--- src/rtl/fetch_stage.sv ---
// -----------------------------------------------------------------------------
// fetch_stage -- instruction fetch stage with PC register and IF/ID latch.
//
// The PC register drives the program memory address. The memory returns
// instruction_in combinationally, and the fetch stage registers that word into
// the IF/ID latch on the next edge together with PC+4.
//
// Next-PC priority: jump_reg > jump > branch_taken > stall (hold) > PC+4.
// A redirect always updates the PC, even while stall is high.
//
// Ports
//   clk, reset          rising-edge clock; asynchronous active-high reset
//   stall               hold PC (unless redirected) and IF/ID contents
//   flush               load a bubble into IF/ID (wins over stall)
//   branch_taken/target redirect to branch_target (low two bits cleared)
//   jump/jump_index     redirect to {if_id_pc_plus4[31:28], index, 2'b00}
//   jump_reg/jr_target  redirect to jr_target (low two bits cleared)
//   instruction_in      word that program memory returns for pc_out
//   pc_out              registered PC
//   if_id_*             registered instruction, PC+4 and valid flag
//   addr_err            sticky flag for a misaligned branch/jr redirect
//   fetch_count         count of IF/ID loads
//
// Optional feature: define FETCH_COUNT_EN to build the fetch counter.
// Without it, fetch_count is tied to zero and no counter register exists.
// -----------------------------------------------------------------------------
module fetch_stage #(
  parameter int                    DATA_WIDTH   = 32,
  parameter logic [DATA_WIDTH-1:0] RESET_VECTOR = 32'h0040_0000
) (
  input  logic                  clk,
  input  logic                  reset,
  input  logic                  stall,
  input  logic                  flush,
  input  logic                  branch_taken,
  input  logic [DATA_WIDTH-1:0] branch_target,
  input  logic                  jump,
  input  logic [25:0]           jump_index,
  input  logic                  jump_reg,
  input  logic [DATA_WIDTH-1:0] jr_target,
  input  logic [DATA_WIDTH-1:0] instruction_in,
  output logic [DATA_WIDTH-1:0] pc_out,
  output logic [DATA_WIDTH-1:0] if_id_instruction,
  output logic [DATA_WIDTH-1:0] if_id_pc_plus4,
  output logic                  if_id_valid,
  output logic                  addr_err,
  output logic [31:0]           fetch_count
);

  localparam logic [DATA_WIDTH-1:0] PC_STEP = DATA_WIDTH'(4);

  logic [DATA_WIDTH-1:0] pc_plus4;
  logic [DATA_WIDTH-1:0] jump_target;
  logic [DATA_WIDTH-1:0] next_pc;
  logic                  misaligned;

  // The adder wraps naturally, so 0xFFFF_FFFC advances to 0.
  assign pc_plus4    = pc_out + PC_STEP;
  assign jump_target = {if_id_pc_plus4[DATA_WIDTH-1 -: 4], jump_index, 2'b00};

  always_comb begin
    next_pc    = pc_plus4;
    misaligned = 1'b0;
    if (jump_reg) begin
      next_pc    = {jr_target[DATA_WIDTH-1:2], 2'b00};
      misaligned = |jr_target[1:0];
    end else if (jump) begin
      next_pc = jump_target;
    end else if (branch_taken) begin
      next_pc    = {branch_target[DATA_WIDTH-1:2], 2'b00};
      misaligned = |branch_target[1:0];
    end else if (stall) begin
      next_pc = pc_out;
    end
  end

  // PC register and sticky alignment error.
  always_ff @(posedge clk or posedge reset) begin
    if (reset) begin
      pc_out   <= RESET_VECTOR;
      addr_err <= 1'b0;
    end else begin
      pc_out <= next_pc;
      if (misaligned) begin
        addr_err <= 1'b1;
      end
    end
  end

  // IF/ID latch: a flush loads a bubble, a stall holds, otherwise the
  // instruction returned for the current PC is captured.
  always_ff @(posedge clk or posedge reset) begin
    if (reset) begin
      if_id_instruction <= '0;
      if_id_pc_plus4    <= '0;
      if_id_valid       <= 1'b0;
    end else if (flush) begin
      if_id_instruction <= '0;
      if_id_pc_plus4    <= '0;
      if_id_valid       <= 1'b0;
    end else if (!stall) begin
      if_id_instruction <= instruction_in;
      if_id_pc_plus4    <= pc_plus4;
      if_id_valid       <= 1'b1;
    end
  end

`ifdef FETCH_COUNT_EN
  // Counts each IF/ID load; wraps from 0xFFFF_FFFF to 0.
  always_ff @(posedge clk or posedge reset) begin
    if (reset) begin
      fetch_count <= '0;
    end else if (!flush && !stall) begin
      fetch_count <= fetch_count + 32'd1;
    end
  end
`else
  assign fetch_count = '0;
`endif

endmodule

--- config.mk ---
export PLATFORM = sky130hd
export DESIGN_NAME = fetch_stage
export DESIGN_NICKNAME = d
export VERILOG_FILES = /design/src/rtl/fetch_stage.sv
export SDC_FILE = /design/constraint.sdc
export NUM_CORES = 1
export LEC_CHECK = 0
export BUFFER_PORTS_ARGS = -buffer_cell sky130_fd_sc_hd__buf_4
export CAP_MARGIN = 0
export CORE_UTILIZATION = 49
export CTS_BUF_LIST = sky130_fd_sc_hd__clkbuf_4
export DETAILED_ROUTE_END_ITERATION = 12
export PLACE_DENSITY_LB_ADDON = 0.15
export SETUP_SLACK_MARGIN = 0.5
export SLEW_MARGIN = 15
export SYNTH_ARGS = -nofsm -noshare
export SYNTH_HDL_FRONTEND = slang
export SYNTH_SLANG_ARGS = --single-unit
export TNS_END_PERCENT = 1
--- constraint.sdc ---
create_clock -name clk -period 3.1 [get_ports clk]
set_input_delay 0.155 -clock clk [delete_from_list [all_inputs] [get_ports clk]]
set_output_delay 0.155 -clock clk [all_outputs]
set_load 0.05 [all_outputs]
# Word level (Yosys, flattened, before mapping)
# Index checks and enable logic that the tools add are counted.
# Widths: inputs -> output; s select.
[word_totals]
wordCells = 22
reg_bits = 98
in_bits = 129
[classes]
muxes = 12
n_reduce_logical = 2
n_addsub = 1
n_eq_ne = 2
[ops]
columns = ["cell", "n"]
rows = [
  ["$mux 32", 7],
  ["$add 32x3->32 const B", 1],
  ["$mux 1", 5],
  ["$ne 4x1->1 const B", 1],
  ["$reduce_or 2->1", 2],
  ["$ne 2x1->1 const B", 1],
]

# Longest topological paths before layout
[depth]
word_depth = 5
ltp_mapped = 8

# Least setup slack after synthesis
# OpenSTA, ideal clock, no wires.
[synth_path]
path_type = "register to register"
from = "register pc_out[15]"
to = "register pc_out[24]"
slack_ns = 0.849
t_required_ns = 2.974
path_stages_with_launch = 7
t_arrival_ns = 2.125
path_buffers = 1
synth_period_minus_slack_ns = 2.251
path_cell_list = "dfrtp_1 > clkbuf_2 > nand3_1 > nor3_4 > nand4_1 > a21o_1 > a221o_1"
[synth_via]
elab_chain_cells = 5
[synth_lines]
columns = ["element", "line", "source"]
rows = [
  ["start: declaration", "42", "output logic [DATA_WIDTH-1:0] pc_out,"],
  ["start signal: assignment", "83", "pc_out <= next_pc;"],
  ["$add 32x3->32", "58", "assign pc_plus4 = pc_out + PC_STEP;"],
  ["$mux 32", "72", "end else if (stall) begin"],
  ["$mux 32", "69", "end else if (branch_taken) begin"],
  ["$mux 32", "67", "end else if (jump) begin"],
  ["$mux 32", "64", "if (jump_reg) begin"],
]
# Every way passes these cells. The select of a mux whose other input is x is not followed.
# A chain may end at the register's enable or synchronous reset.

# Final worst setup path
[layout_path]
from = "register pc_out[2]"
to = "register pc_out[6]"
# The elaborated chain is that of the path after synthesis.

==> key figures <==
Run status
  – Status: finished, final reports clean

Clock network
  – CTS max path bufs: 2
  – CTS tree: built
  – CTS root buf: clkbuf_4
  – H-tree Lvls: 3
  – CTS sink count: 95
  – Total CTS buffers: 9
  – Clock Pin Slew Worst Setup and Hold Paths: 0.17 ns
  – Clock Latency Late Sink: 0.50 ns

Route
  – DRT Pass-1 Iters: 7
  – Via count: 6042
  – Routed Antenna Nets: 0
  – 1st-iter DRT viols: 438
  – Drt via density: 5.798
  – Drt wl/cell: 19.31 microns
  – Final wirelength: 20120 microns
  – DRC: 0

STA
  – Worst Clk Skew: 0.01783 ns
  – Max Clk Rate: 0.4327 GHz
  – RSZ-0062 raised after global routing: no
  – Worst slew pin tran: 0.7662 ns
  – Slew HR: 0.4881
  – Pins Over Slew Limit: 0
  – Final hold vios: 0
  – Final setup violating endpoints: 0
  – Tcrit/Tclk final: 0.7455
  – Setup tns final: 0 ns
  – Final period demand of the worst path: 2.311 ns

Power
  – Power Density: 437.1 nW/um^2
  – Pwr Total: 3.551 mW
  – VDD IR max: 323.1 uV
  – Leak pwr: 3.938 nW

Setup path
  – Startpoint types: register
  – CP arrival: 2.70 ns
  – R2r endpoint: pc_out[6]
  – CP Max Fanout: 8
  – Worst R2R Path Depth: 7
  – CP startpoint: pc_out[2]
  – Critical path type: reg2reg
  – R2r setup slk: 0.79 ns
  – Worst EP required: 3.49 ns
  – CP endpoint: pc_out[6]
  – Crit. End Element: register
  – Worst R2R Start: pc_out[2]

Floorplanning
  – Io pins: 259
  – FP Rows: 38
  – Die Wd: 109.3 microns
  – Die ar.: 11950 sq um
  – Core box area: 11030 sq um
  – Die height: 109.3 microns
  – Effective utilization at floorplan: 0.5115

Final layout
  – Post-Layout Cell Count: 1042
  – Final nets: 1027
  – Ratio of cells with drive above 1 in the final layout: 0.2949
  – Number of diodes: 0
  – Fillcell total: 829
  – Area grow syn2layout: 43.98%

Logic synthesis
  – Number of synthesis warnings: 0
  – Synth top area share: 0.4169
  – Synth area leaders: dfrtp_1 42%, mux2i_1 7.3%, nor2_1 5.6%, buf_4 4.7%, a21oi_1 3.1%
  – Ys flop type: dfrtp_1
  – Asr flop ratio synth: 1.000
  – Post-Syn Instances: 630
  – Synth Area per Inst: 8.955 sq um
  – Number of flops mapped to enable cells by yosys: 0
  – Commonest cells post-synth: 94 x dfrtp_1, 84 x nor2_1, 41 x mux2i_1, 41 x nand2_1
  – Register area share after synthesis: 0.4216
  – Synth cell types: 62
  – Most numerous cell in the Yosys netlist: dfrtp_1
  – Area leader, netlist: dfrtp_1
  – Cell area after synthesis: 5642 sq um
  – Synth Register Bits: 95

Global route
  – First-pass GRT wire length: 30610 microns
  – Largest net degree at the start of global routing: 62
  – GRT Overall Usage: 0.3425
  – Initial antenna violation count: 0
  – Vias in the first global route: 5948
  – Grt total ovfl: 0

Placement
  – Final GP Congestion: 0.9138
  – Placed insts: 960
  – Port-buffer cells: 224
  – Hpwl dp: 13600 microns

Job
  – Maxcap violations: 0

Hold path
  – Min-delay worst type: in2reg
  – HP Start: jr_target[21]
## kinds of logic after synthesis
family          count (synthesis)  share of synthesized area
compound gates                152                     0.1803
simple gates                  222                     0.1969
other cells                     1                  0.0006647
buf+inv                        94                    0.08782
xor+xnor                       23                    0.03571
flops                          95                     0.4216
mux                            42                    0.07474
fa+ha+maj                       1                   0.002217
## through the flow
stage          hold slack (ns)  utilization  instance area (sq um)  setup WS (ns)
6_report               0.02963       0.7364                   8123         0.7890
5_1_grt                0.01160       0.7364                   8123         0.6503
4_1_cts                0.01293       0.7364                   8123         0.8290
3_5_place_dp            0.3223       0.6615                   7297         0.9456
3_3_place_gp            0.3173       0.6615                   7297          1.077
2_1_floorplan           0.2957            -                   5769         0.8494
## layer usage
layer  track usage  routed length, microns  share of wire
met2        0.5656                    9823           0.49
met5             0                       0              0
met1        0.4119                    7542           0.37
met3       0.07410                    1759          0.087
met4        0.2010                     996          0.050
## power by group
part / internal, mW / switching (mW) / leakage [nW]
Combinational: 0.464 / 0.830 / 2.64
Clock: 0.275 / 0.511 / 0.0896
Sequential: 1.34 / 0.132 / 1.20
## critical path, cell delays in order, from the launching register on
cell	delay (ns)
dfrtp_1	0.51
ha_1	0.28
and3_1	0.25
xnor2_1	0.24
o21ai_0	0.11
mux2i_1	0.16
a21oi_1	0.08
dlygate4sd3_1	0.58
## registers in the layout, indices dropped and copies added (netlist names)
name / cells
addr_err: 1
if_id_instruction: 32
if_id_pc_plus4: 31
if_id_valid: 1
pc_out: 30
## how the worst min path moves through the flow
stage / to / slack [ns] / depth (start not counted)
final: pc_out[21] / 0.03 / 3
after global routing: pc_out[21] / 0.01 / 3
after CTS: pc_out[21] / 0.01 / 3
after detailed placement: if_id_instruction[27] / 0.32 / 2
after global placement: if_id_instruction[27] / 0.32 / 2
after floorplan: pc_out[20] / 0.30 / 2
## cell type report
cell class	count	area, sq um	share of cell area
multi-input cells	474	2892	0.3560
repair buffers	304	2460	0.3028
flip-flops and latches	95	2379	0.2928
well taps	140	175.2	0.02157
clock inverters	7	97.59	0.01201
clock buffers	9	67.56	0.008318
inverters	13	52.55	0.006470
## cells in the final DEF, fill, tap and decap left out, types with 12 or more instances in the layout
cell	n
o21ai_0	25
dfrtp_1	94
buf_4	237
nand3_1	20
nand2_1	41
conb_1	34
nor3_1	12
dlygate4sd3_1	66
nor2_1	84
xor2_1	14
a21oi_1	35
mux2i_1	41
a211oi_1	17
## repair_timing
action                                 4_1_cts  5_1_grt
hold buffers                                66        0
buffers inserted                             0        0
gates resized for setup                      0        0
endpoints found under the hold margin       87        0
Note: power is estimated with default switching activity, not from simulation.
